## src/rtl/ica_b_update_ctrl.sv

```systemverilog
// Sequencing controller for the FastICA 4x4 W-register stage: init, per-row one-unit
// updates, decorrelation, commit and convergence check. Optional macro: ICA_HS_WATCHDOG_EN.
module ica_b_update_ctrl #(
    parameter int unsigned NUM_ROWS  = 4,
    parameter int unsigned MAX_ITER  = 64,
    parameter logic [25:0] THRESH    = 26'd8,
    parameter int unsigned WD_CYCLES = 1024
) (
    input  logic        clk_b,
    input  logic        rst_b,
    input  logic        start,
    input  logic        unit_done,
    input  logic [25:0] conv_metric,
    input  logic        ortho_done,
    output logic        unit_start,
    output logic [1:0]  unit_row,
    output logic        ortho_start,
    output logic        en_b,
    output logic        init_sel,
    output logic [7:0]  iter_cnt,
    output logic        busy,
    output logic        done,
    output logic        converged,
    output logic        timeout,
    output logic        wd_err
);

    typedef enum logic [3:0] {
        ST_IDLE      = 4'd0,
        ST_INIT      = 4'd1,
        ST_ROW_GO    = 4'd2,
        ST_ROW_WAIT  = 4'd3,
        ST_ORTH_GO   = 4'd4,
        ST_ORTH_WAIT = 4'd5,
        ST_COMMIT    = 4'd6,
        ST_CHECK     = 4'd7,
        ST_FIN       = 4'd8
    } state_t;

    localparam logic [1:0] LAST_ROW   = 2'(NUM_ROWS - 1);
    localparam logic [7:0] MAX_ITER_C = 8'(MAX_ITER);

    state_t      state_q;
    logic [1:0]  row_q;
    logic [25:0] max_metric_q;
    logic [25:0] max_metric_d;
    logic [7:0]  iter_cnt_q;
    logic [7:0]  iter_cnt_d;
    logic        unit_start_q;
    logic        ortho_start_q;
    logic        en_b_q;
    logic        init_sel_q;
    logic        busy_q;
    logic        done_q;
    logic        converged_q;
    logic        timeout_q;
    logic        wd_hit_s;

    // Running worst-row metric and saturating iteration count.
    always_comb begin
        max_metric_d = max_metric_q;
        iter_cnt_d   = iter_cnt_q;
        if (conv_metric > max_metric_q) begin
            max_metric_d = conv_metric;
        end else begin
            max_metric_d = max_metric_q;
        end
        if (iter_cnt_q == MAX_ITER_C) begin
            iter_cnt_d = iter_cnt_q;
        end else begin
            iter_cnt_d = iter_cnt_q + 8'd1;
        end
    end

`ifdef ICA_HS_WATCHDOG_EN
    localparam logic [15:0] WD_LAST = 16'(WD_CYCLES - 1);

    logic [15:0] wd_cnt_q;
    logic        wd_err_q;
    logic        wd_hold_s;

    // A wait state that is not being released this cycle keeps the watchdog running.
    always_comb begin
        wd_hold_s = 1'b0;
        if (state_q == ST_ROW_WAIT) begin
            wd_hold_s = !unit_done;
        end else if (state_q == ST_ORTH_WAIT) begin
            wd_hold_s = !ortho_done;
        end else begin
            wd_hold_s = 1'b0;
        end
        wd_hit_s = wd_hold_s && (wd_cnt_q == WD_LAST);
    end

    // Wait-cycle counter, cleared on any state change.
    always_ff @(posedge clk_b) begin
        if (rst_b) begin
            wd_cnt_q <= 16'd0;
        end else if (wd_hold_s && !wd_hit_s) begin
            wd_cnt_q <= wd_cnt_q + 16'd1;
        end else begin
            wd_cnt_q <= 16'd0;
        end
    end

    // Sticky watchdog flag, cleared when a new solve is accepted.
    always_ff @(posedge clk_b) begin
        if (rst_b) begin
            wd_err_q <= 1'b0;
        end else if ((state_q == ST_IDLE) && start) begin
            wd_err_q <= 1'b0;
        end else if (wd_hit_s) begin
            wd_err_q <= 1'b1;
        end else begin
            wd_err_q <= wd_err_q;
        end
    end

    assign wd_err = wd_err_q;
`else
    assign wd_hit_s = 1'b0;
    assign wd_err   = 1'b0;
`endif

    // Main sequencer; pulse outputs default low and are raised on entry to their state.
    always_ff @(posedge clk_b) begin
        if (rst_b) begin
            state_q       <= ST_IDLE;
            row_q         <= 2'd0;
            max_metric_q  <= 26'd0;
            iter_cnt_q    <= 8'd0;
            unit_start_q  <= 1'b0;
            ortho_start_q <= 1'b0;
            en_b_q        <= 1'b0;
            init_sel_q    <= 1'b0;
            busy_q        <= 1'b0;
            done_q        <= 1'b0;
            converged_q   <= 1'b0;
            timeout_q     <= 1'b0;
        end else begin
            unit_start_q  <= 1'b0;
            ortho_start_q <= 1'b0;
            en_b_q        <= 1'b0;
            init_sel_q    <= 1'b0;
            done_q        <= 1'b0;
            case (state_q)
                ST_IDLE: begin
                    if (start) begin
                        state_q     <= ST_INIT;
                        en_b_q      <= 1'b1;
                        init_sel_q  <= 1'b1;
                        busy_q      <= 1'b1;
                        converged_q <= 1'b0;
                        timeout_q   <= 1'b0;
                        iter_cnt_q  <= 8'd0;
                    end else begin
                        state_q <= ST_IDLE;
                    end
                end
                ST_INIT: begin
                    state_q      <= ST_ROW_GO;
                    row_q        <= 2'd0;
                    max_metric_q <= 26'd0;
                    unit_start_q <= 1'b1;
                end
                ST_ROW_GO: begin
                    state_q <= ST_ROW_WAIT;
                end
                ST_ROW_WAIT: begin
                    if (unit_done) begin
                        max_metric_q <= max_metric_d;
                        if (row_q == LAST_ROW) begin
                            state_q       <= ST_ORTH_GO;
                            ortho_start_q <= 1'b1;
                        end else begin
                            row_q        <= row_q + 2'd1;
                            state_q      <= ST_ROW_GO;
                            unit_start_q <= 1'b1;
                        end
                    end else if (wd_hit_s) begin
                        state_q <= ST_FIN;
                        done_q  <= 1'b1;
                    end else begin
                        state_q <= ST_ROW_WAIT;
                    end
                end
                ST_ORTH_GO: begin
                    state_q <= ST_ORTH_WAIT;
                end
                ST_ORTH_WAIT: begin
                    if (ortho_done) begin
                        state_q    <= ST_COMMIT;
                        en_b_q     <= 1'b1;
                        iter_cnt_q <= iter_cnt_d;
                    end else if (wd_hit_s) begin
                        state_q <= ST_FIN;
                        done_q  <= 1'b1;
                    end else begin
                        state_q <= ST_ORTH_WAIT;
                    end
                end
                ST_COMMIT: begin
                    state_q <= ST_CHECK;
                end
                ST_CHECK: begin
                    // Convergence wins over timeout when both hold on the last iteration.
                    if (max_metric_q <= THRESH) begin
                        converged_q <= 1'b1;
                        state_q     <= ST_FIN;
                        done_q      <= 1'b1;
                    end else if (iter_cnt_q == MAX_ITER_C) begin
                        timeout_q <= 1'b1;
                        state_q   <= ST_FIN;
                        done_q    <= 1'b1;
                    end else begin
                        row_q        <= 2'd0;
                        max_metric_q <= 26'd0;
                        state_q      <= ST_ROW_GO;
                        unit_start_q <= 1'b1;
                    end
                end
                ST_FIN: begin
                    state_q <= ST_IDLE;
                    busy_q  <= 1'b0;
                end
                default: begin
                    state_q <= ST_IDLE;
                    busy_q  <= 1'b0;
                end
            endcase
        end
    end

    assign unit_start  = unit_start_q;
    assign unit_row    = row_q;
    assign ortho_start = ortho_start_q;
    assign en_b        = en_b_q;
    assign init_sel    = init_sel_q;
    assign iter_cnt    = iter_cnt_q;
    assign busy        = busy_q;
    assign done        = done_q;
    assign converged   = converged_q;
    assign timeout     = timeout_q;

endmodule

```

## config.mk

```make
export PLATFORM = sky130hd
export DESIGN_NAME = ica_b_update_ctrl
export DESIGN_NICKNAME = d
export VERILOG_FILES = /design/src/rtl/ica_b_update_ctrl.sv
export SDC_FILE = /design/constraint.sdc
export NUM_CORES = 1
export LEC_CHECK = 0
export ABC_AREA = 1
export ABC_CLOCK_PERIOD_IN_PS = 2300
export BUFFER_PORTS_ARGS = -buffer_cell sky130_fd_sc_hd__buf_2
export CAP_MARGIN = 25
export CORE_ASPECT_RATIO = 1.75
export CORE_UTILIZATION = 45
export DETAILED_ROUTE_END_ITERATION = 6
export HOLD_SLACK_MARGIN = 0.08
export MAX_ROUTING_LAYER = met4
export PLACE_DENSITY = 0.65
export SYNTH_ARGS = -nofsm -noshare
export SYNTH_HDL_FRONTEND = slang
export SYNTH_SLANG_ARGS = --single-unit
```

## constraint.sdc

```tcl
create_clock -name clk_b -period 2.3 [get_ports clk_b]
set_input_delay 0.115 -clock clk_b [delete_from_list [all_inputs] [get_ports clk_b]]
set_output_delay 0.115 -clock clk_b [all_outputs]
set_load 0.05 [all_outputs]
```

==> impl_metrics.toml, run 1 <==
[clock_network]
cts-root-buf = "clkbuf_16"
cts_hold_buf = 0
cts_buffers = 5
numClockSinks = 48
post_cts_buffers = 0
path_clk_slew_ns = 0.06
cts_tree = "yes"
cts_max_level = 2
clockBufferDepth = 2
cts_resized = 0
insertion_delay_ns = 0.29

[setup_path]
crit_arrival_ns = 2.26
critPathRequiredTime_ns = 2.49
start_kind = "flop"
end_kind = "flop"
criticalPathCategory = "flop to flop"
crit_fanout = 20

[pwr]
peakVddDrop_v = 0.0004271
power_density_mw_per_mm2 = 690.2
power.leakage_uw = 0.001714

[floorplanning]
die-area_sq_mm = 0.007695
dieHeight_microns = 115.3
num_rows = 41
start_util = 0.4629
core_sq_mm = 0.007131
io_pins = 50
die_w_microns = 66.74

[detailed_routing]
top_layer_used = "met4"
met3_wirelength_microns = 188
vias_per_cell = 5.108
drt-met1-wl_microns = 2936
vias = 2988
first_pass_iters = 4
routed_wirelength_microns = 7469
wire_per_inst_microns = 12.77
drt_iter0_drc = 105
wl_met2_microns = 4150
final_antenna_net_count = 0
remaining_drc_errors = 0

[global_route]
grt_use_total = 0.2204
grt_pass1_wl_microns = 12560
grt_pass1_vias = 2807
grt_max_degree = 33
antenna_found_initial = 0
overflow = 0

[synthesis]
async_flop_share = 0
synthXorXnorAreaFrac = 0.01061
synth_warnings = 0
postSynthAreaPerCell_sq_um = 7.270
syn_nets = 514
synth_edf_count = 0
ys_seq_elements = 48
synth_compound_area_frac = 0.1168
ys.flop_type = "dfxtp_1"
ys_seq_area_frac = 0.2911
synthAdderAreaFrac = 0.1099
synth_cells = 454
synth_mux_area_frac = 0
synthesis.area_sq_mm = 0.003301
synth-simple-area-share = 0.3575
synth_top_family_by_area = "simple AND/OR/NAND/NOR gates"
yosysUniqueCellTypes = 40

[final_layout]
synthToLayoutAreaGrowth_pct = 14.03
nNetsFinal = 560
seq_area_sq_um = 960.9
diodes = 0
final_cells = 585
drive_above_1_share = 0.2445
multi_input_area_sq_mm = 0.001972
fillCellCount = 716

[sta]
slew_headroom = 0.6350
tns_ns = 0
hold_viol = 0
period_share = 0.9019
rsz0062_at_grt = "false"
slew_viol_final = 0
setup_viol = 0
maxClockFrequency_mhz = 482.1
finClkSkew_ns = 0.003201
worst_slew_pin_slew_ns = 0.5469
post-route-min-period_ns = 2.074

[placement]
place_inst = 579
io_buffers = 48
gp_congestion = 0.8886
dp_hpwl_microns = 5569

[worst_hold_path]
hold_class = "input port to flop"

[run]
drv_cap = 0

[outcome]
status = "finished clean"
==> cell usage in the layout (no fill, tap or decap), drive strengths merged <==
cell type	Yosys	final
dfxtp	48	48
a221oi	1	1
o21ai	4	4
and3	1	1
o41ai	1	1
a21o	1	1
buf	14	57
nor2	57	57
o22ai	1	1
nand3	34	34
a211oi	3	3
ha	29	29
a31oi	3	3
conb	1	1
nand2	117	117
or2	1	1
clkbuf	4	5
bufinv	0	1
nor3	8	8
nor4	3	3
inv	58	58
a21oi	49	49
clkinv	1	1
xor2	4	4
nand4	11	11
==> critical path, stage by stage, from the launching register on <==
cell and delay [ns]:
dfxtp_1 0.36, inv_1 0.07, ha_1 0.27, nand2_1 0.06, nor2_1 0.14, nand4_1 0.10
nor2_1 0.18, nand2_1 0.08, nand3_1 0.08, nand2_1 0.06, nand2_2 0.08, buf_4 0.27
nand3_2 0.09, nand2_1 0.07, nor2_1 0.05
==> per-layer routing <==
| layer | track usage | up-vias |
|---|---|---|
| li1 | - | 1553 |
| met1 | 0.2214 | 1376 |
| met2 | 0.4054 | 45 |
| met3 | 0.03175 | 14 |
| met4 | 0.09787 | 0 |
| met5 | - | - |
==> sequential cells by signal, indices dropped and copies added (netlist names) <==
register and cells:
busy 1, converged 1, done 1, en_b 1, init_sel 1, iter_cnt 8, max_metric_q 26, ortho_start 1
state_q 4, timeout 1, unit_row 2, unit_start 1
==> metrics by stage <==
stage / hold WS [ns] / area [sq um] / setup slack [ns] / power [uW] / utilization
after floorplan: 0.2763 / 3301 / 0.1166 / 1643 / -
after global placement: 0.4454 / 3608 / 0.2443 / 1789 / 0.5061
after detailed placement: 0.4552 / 3608 / 0.1968 / 1811 / 0.5061
after CTS: 0.1555 / 3764 / 0.2000 / 2631 / 0.5278
after global routing: 0.1784 / 3764 / 0.002631 / 2768 / 0.5278
final: 0.1631 / 3764 / 0.2257 / 2598 / 0.5278
==> power breakdown <==
part | internal (uW) | switching, uW
Combinational | 316 | 496
Sequential | 917 | 59.9
Clock | 501 | 307
Total | 1730 | 863
==> cell families (layout without fill, tap and decap cells) <==
| group | after synthesis | after routing |
|---|---|---|
| xor gates and xnor gates | 4 | 4 |
| and+or+nand+nor | 232 | 232 |
| buffers and inverters | 77 | 122 |
| AOI/OAI and AO/OA | 63 | 63 |
| other | 1 | 1 |
| DFF | 48 | 48 |
| adders and majority gates | 29 | 29 |
==> cell type report <==
cell class,count,share of cell area
Multi-Input combinational cell,329,0.5239
Clock inverter,1,0.007979
Tap cell,86,0.02859
Clock buffer,5,0.03324
Timing Repair Buffer,57,0.09176
Sequential cell,48,0.2553
Inverter,59,0.05918
==> synthesized netlist by cell type, types with 2 or more instances <==
master | instances | area, sq um
dfxtp_1 | 48 | 960.9
inv_2 | 5 | 18.77
nand2_1 | 113 | 424.2
o21ai_0 | 2 | 10.01
nand3_2 | 24 | 240.2
nand4_1 | 11 | 68.82
nor2_4 | 2 | 22.52
inv_1 | 53 | 198.9
nand2_4 | 2 | 22.52
nor3_4 | 2 | 32.53
xor2_1 | 4 | 35.03
ha_1 | 29 | 362.9
buf_4 | 3 | 22.52
buf_2 | 6 | 30.03
clkbuf_1 | 4 | 15.01
buf_12 | 3 | 60.06
nand2_2 | 2 | 12.51
a31oi_1 | 3 | 18.77
a211oi_2 | 2 | 25.02
buf_6 | 2 | 22.52
nand3_1 | 10 | 50.05
nor3_1 | 5 | 25.02
nor2_1 | 48 | 180.2
nor4_1 | 3 | 18.77
a21oi_2 | 7 | 61.31
a21oi_1 | 42 | 210.2
nor2_2 | 6 | 37.54
==> path summary, 6_finish.rpt <==
| kind | from | end | slack [ns] | cells past startpoint |
|---|---|---|---|---|
| worst min register to register | timeout$_SDFFE_PP0P_ | timeout$_SDFFE_PP0P_ | 0.46 | 2 |
| worst min-delay path | unit_done | ortho_start$_SDFF_PP0_ | 0.16 | 3 |
| worst max register to register | max_metric_q[16]$_SDFFE_PP0P_ | max_metric_q[9]$_SDFFE_PP0P_ | 0.23 | 14 |
| worst max-delay path | max_metric_q[16]$_SDFFE_PP0P_ | max_metric_q[9]$_SDFFE_PP0P_ | 0.23 | 14 |
(Power assumes the default switching activity.)
==> inputs of run 2 (changes only) <==
--- a/config.mk
+++ b/config.mk
@@ -14,7 +14,7 @@
 export DETAILED_ROUTE_END_ITERATION = 6
 export HOLD_SLACK_MARGIN = 0.08
 export MAX_ROUTING_LAYER = met4
-export PLACE_DENSITY = 0.65
+export PLACE_DENSITY_LB_ADDON = 0.1
 export SYNTH_ARGS = -nofsm -noshare
 export SYNTH_HDL_FRONTEND = slang
 export SYNTH_SLANG_ARGS = --single-unit
==> run 2 against run 1 <==
Wire length is 4.2% lower. Critical endpoint is now max_metric_q[17]$_SDFFE_PP0P_. Critical path depth did not move. Power shrank 5.9%. Core utilization shrank 0.70 points. Largest power group unchanged. Sequential share of layout area rose by 0.34 points. Worst hold slack got worse by 0.011 ns. Clock-buffer cell count unchanged. Clock power is 17% lower. Non-clock buffer count down 1. Setup slack gained 0.020 ns.
==> impl_metrics.toml, run 2 (synthesized netlist as in run 1, its figures left out) <==
[outcome]
status = "finished clean"

[final_layout]
fin_util = 0.5208
synthToLayoutAreaGrowth_pct = 12.51
largest_reg_flops = 26
mostFrequentLayoutCell = "nand2_1"
drive_above_1_share = 0.2414
multi_input_area_sq_mm = 0.001972
seq_area_sq_um = 960.9
nNetsFinal = 559
regMostFlops = "max_metric_q"
diodes = 0
final_cell_mix = "nand2_1, inv_1, dfxtp_1, buf_2, nor2_1"
fillCellCount = 742

[floorplanning]
dieHeight_microns = 115.3
die_w_microns = 66.74
die-area_sq_mm = 0.007695
core_sq_mm = 0.007131
num_rows = 41
io_pins = 50
start_util = 0.4629

[clock_network]
cts_tree = "yes"
post_cts_buffers = 0
clockBufferDepth = 2
cts_resized = 0
cts_max_level = 2
path_clk_slew_ns = 0.06
cts-root-buf = "clkbuf_16"
cts_hold_buf = 0
insertion_delay_ns = 0.29
cts_buffers = 5
numClockSinks = 48

[detailed_routing]
vias_per_cell = 5.034
routed_wirelength_microns = 7152
first_pass_iters = 4
drt_iter0_drc = 84
final_antenna_net_count = 0
vias = 2935
remaining_drc_errors = 0
wire_per_inst_microns = 12.27

[worst_hold_path]
hp-start = "unit_done"
hold_class = "input port to flop"

[sta]
maxClockFrequency_mhz = 486.8
rsz0062_at_grt = "false"
finClkSkew_ns = 0.005845
worst_slew_pin_slew_ns = 0.5245
post-route-min-period_ns = 2.054
whs_ns = 0.1521
period_share = 0.8931
setup_viol = 0
slew_viol_final = 0
slew_headroom = 0.6499
tns_ns = 0
setup_ws_ns = 0.2458
hold_viol = 0

[setup_path]
crit_fanout = 22
crit_arrival_ns = 2.24
end_kind = "flop"
criticalPathCategory = "flop to flop"
start_kind = "flop"
critPathRequiredTime_ns = 2.48
rr_startpoint = "max_metric_q[9]$_SDFFE_PP0P_"
crit_start = "max_metric_q[9]$_SDFFE_PP0P_"

[placement]
io_buffers = 48
place_ws_ns = 0.2454
gp_congestion = 0.8554
dp_hpwl_microns = 5452

[global_route]
grt_max_degree = 53
grt_pass1_wl_microns = 11790
grt_pass1_vias = 2833
grt_use_total = 0.2062
overflow = 0
antenna_found_initial = 0

[pwr]
total_power_uw = 2445
peakVddDrop_v = 0.0004061
power.leakage_uw = 0.001692
power_density_mw_per_mm2 = 658.3

[run]
drv_cap = 0
run 2: changes by cell type in the layout (fill, tap and decap cells not counted), sizes merged:
cell    before  now
bufinv       1    0
buf         57   56
run 2: critical path, cell delays in order, from the launching register on:
cell and delay, ns:
dfxtp_1 0.33, inv_1 0.06, ha_1 0.29, nand2_1 0.09
nor2_1 0.15, nand3_1 0.08, nand3_1 0.15, nand2_1 0.07
nand3_1 0.07, nand2_1 0.06, nand2_2 0.09, buf_4 0.30
nand3_2 0.10, nand2_1 0.07, nor2_1 0.05
run 2: metrics by stage:
step                area, sq um  cells
finish                     3714    583
global route               3714    583
CTS                        3714    583
detailed placement         3588    578
global placement           3588    578
floorplan                  3301    454
run 2: area by class of cell:
cell class	count	area share
Inverter	59	0.05997
Clock buffer	5	0.03369
Multi-Input combinational cell	329	0.5310
Tap cell	86	0.02898
Sequential cell	48	0.2588
Timing Repair Buffer	56	0.08760
run 2: report_power, final:
group	switching [uW]	internal, uW	total, uW
Sequential	58.7	918	976
Clock	290	385	674
Combinational	489	305	794
run 2: worst paths after layout:
path,to,slack (ns),depth (start not counted)
worst max register to register,max_metric_q[17]$_SDFFE_PP0P_,0.25,14
worst min-delay path,ortho_start$_SDFF_PP0_,0.15,3
worst min register to register,timeout$_SDFFE_PP0P_,0.46,2
worst max-delay path,max_metric_q[17]$_SDFFE_PP0P_,0.25,14
run 2: routing by layer:
| metal | share of wire | up-vias | track usage |
|---|---|---|---|
| li1 | - | 1553 | - |
| met1 | 0.42 | 1318 | 0.2046 |
| met2 | 0.52 | 45 | 0.3744 |
| met3 | 0.026 | 19 | 0.03373 |
| met4 | 0.035 | 0 | 0.1021 |
| met5 | 0 | - | - |
==> inputs of run 3 (changes only) <==
--- a/config.mk
+++ b/config.mk
@@ -8,13 +8,12 @@
 export ABC_AREA = 1
 export ABC_CLOCK_PERIOD_IN_PS = 2300
 export BUFFER_PORTS_ARGS = -buffer_cell sky130_fd_sc_hd__buf_2
-export CAP_MARGIN = 25
 export CORE_ASPECT_RATIO = 1.75
 export CORE_UTILIZATION = 45
 export DETAILED_ROUTE_END_ITERATION = 6
 export HOLD_SLACK_MARGIN = 0.08
 export MAX_ROUTING_LAYER = met4
-export PLACE_DENSITY_LB_ADDON = 0.1
+export PLACE_DENSITY_LB_ADDON = 0.3
 export SYNTH_ARGS = -nofsm -noshare
 export SYNTH_HDL_FRONTEND = slang
 export SYNTH_SLANG_ARGS = --single-unit
==> run 3 against run 2 <==
Power is 3.5% higher. Fmax rose by 0.17%. Register-to-register slack is essentially flat. Wire length increased by 5.7%. Largest cell class unchanged. Via count rose by 1.9%. Clock-buffer cell count grew 3. Sequential cell count unchanged. Core utilization up 0.47 points. Largest power group unchanged. Worst hold slack better by 0.0074 ns. Setup slack improved by 0.0035 ns. Non-clock buffer count stayed put. Die area did not move.
==> impl_metrics.toml, run 3 (synthesized netlist as in run 1, its figures left out) <==
[outcome]
status = "finished clean"

[final_layout]
synthToLayoutAreaGrowth_pct = 13.53
drive_above_1_share = 0.2420
regMostFlops = "max_metric_q"
diodes = 0
multi_input_area_sq_mm = 0.001972
mostFrequentLayoutCell = "nand2_1"
fillCellCount = 726
final_cell_mix = "nand2_1, inv_1, dfxtp_1, buf_2, nor2_1"
final_cells = 586
nNetsFinal = 559
largest_reg_flops = 26
seq_area_sq_um = 960.9

[setup_path]
critPathRequiredTime_ns = 2.49
cpMostUsedCell = "nand2_1"
cp_cell_sequence = "inv_1 > ha_1 > nand2_1 > nor2_1 > nand4_1 > nor2_1 > nand2_1 > nand3_1 > nand2_1 > nand2_2 > buf_12 > nand3_1 > nand2_1 > nor2_1"
rr_startpoint = "max_metric_q[16]$_SDFFE_PP0P_"
rr_endpoint = "max_metric_q[10]$_SDFFE_PP0P_"
crit_arrival_ns = 2.24
reg2reg_slack_ns = 0.25
start_kind = "flop"
crit_fanout = 30
max_stage_delay_ns = 0.35
criticalPathCategory = "flop to flop"
end_kind = "flop"
cp_slowest_cell = "dfxtp_1"
reg2reg_depth = 14

[detailed_routing]
drt_iter0_drc = 152
remaining_drc_errors = 0
routed_wirelength_microns = 7558
final_antenna_net_count = 0
wire_per_inst_microns = 12.90
first_pass_iters = 5
vias_per_cell = 5.104
vias = 2991

[sta]
hold_viol = 0
finClkSkew_ns = 0.005713
maxClockFrequency_mhz = 487.6
worst_slew_pin_slew_ns = 0.5411
setup_ws_ns = 0.2493
setup_viol = 0
slew_headroom = 0.6388
period_share = 0.8916
tns_ns = 0
slew_viol_final = 0
post-route-min-period_ns = 2.051
rsz0062_at_grt = "false"

[worst_hold_path]
worstHoldPathCells = 3
hold-path-endpoint = "ortho_start$_SDFF_PP0_"
hold_class = "input port to flop"
hp-start = "unit_done"

[clock_network]
cts_resized = 0
cts-root-buf = "clkbuf_16"
post_cts_buffers = 0
insertion_delay_ns = 0.29
numClockSinks = 48
cts_tree = "yes"
cts_hold_buf = 0
clockBufferDepth = 2
cts_max_level = 2
cts_buffers = 5
path_clk_slew_ns = 0.06

[global_route]
overflow = 0
antenna_found_initial = 0
grt_max_degree = 53
grt_use_total = 0.2186
grt_pass1_vias = 2899
grt_pass1_wl_microns = 12540

[floorplanning]
io_pins = 50
die-area_sq_mm = 0.007695
start_util = 0.4629
num_rows = 41
die_w_microns = 66.74
dieHeight_microns = 115.3
core_sq_mm = 0.007131

[placement]
place_ws_ns = 0.2794
dp_hpwl_microns = 5750
place_inst = 578
gp_congestion = 0.8639
io_buffers = 48

[pwr]
peakVddDrop_v = 0.0004941
power.leakage_uw = 0.001707
power_density_mw_per_mm2 = 675.1
total_power_uw = 2530

[run]
drv_cap = 0
## run 3: cell types whose count changed in the layout (fill, tap and decap cells not counted), sizes merged
cell,previous run,this run
clkbuf,5,8
## run 3: how the worst max path moves through the flow
| stage | startpoint | endpoint | slack, ns | cells past startpoint |
|---|---|---|---|---|
| after floorplan | iter_cnt[0]$_SDFFE_PP0P_ | max_metric_q[12]$_SDFFE_PP0P_ | 0.12 | 13 |
| after global placement | max_metric_q[17]$_SDFFE_PP0P_ | max_metric_q[10]$_SDFFE_PP0P_ | 0.32 | 14 |
| after detailed placement | iter_cnt[0]$_SDFFE_PP0P_ | max_metric_q[11]$_SDFFE_PP0P_ | 0.28 | 13 |
| after CTS | iter_cnt[0]$_SDFFE_PP0P_ | max_metric_q[11]$_SDFFE_PP0P_ | 0.27 | 13 |
| after global routing | max_metric_q[17]$_SDFFE_PP0P_ | max_metric_q[10]$_SDFFE_PP0P_ | 0.02 | 14 |
| final | max_metric_q[16]$_SDFFE_PP0P_ | max_metric_q[10]$_SDFFE_PP0P_ | 0.25 | 14 |
## run 3: per-stage QoR
| step | hold slack [ns] | area, sq um | utilization |
|---|---|---|---|
| 6_report | 0.1595 | 3747 | 0.5255 |
| 5_1_grt | 0.1608 | 3747 | 0.5255 |
| 4_1_cts | 0.1550 | 3747 | 0.5255 |
| 3_5_place_dp | 0.4484 | 3601 | 0.5050 |
| 3_3_place_gp | 0.4348 | 3601 | 0.5050 |
| 2_1_floorplan | 0.2763 | 3301 | - |
## run 3: power by group
| group | switching (uW) | internal [uW] |
|---|---|---|
| clock | 309 | 434 |
| sequential | 61.0 | 917 |
| combinational | 499 | 309 |
| total | 869 | 1660 |
## run 3: layout make-up
class,instances,area share
repair buffers,56,0.09015
multi-input cells,329,0.5262
clock buffers,8,0.03907
flip-flops and latches,48,0.2564
well taps,86,0.02871
inverters,59,0.05943
## run 3: per-layer routing
layer,GRT usage,up-vias,part of all wire
met3,0.03770,16,0.031
met2,0.4101,50,0.56
met1,0.2022,1369,0.37
li1,-,1556,-
met4,0.1121,0,0.033
met5,-,-,0
## run 3: critical path: cells and delay by family, from the launching register on
family                   cells  cell delay [ns]
adder cells (fa/ha/maj)      1             0.27
buffers and inverters        2             0.28
flip-flops                   1             0.35
AND/OR/NAND/NOR             11             1.06
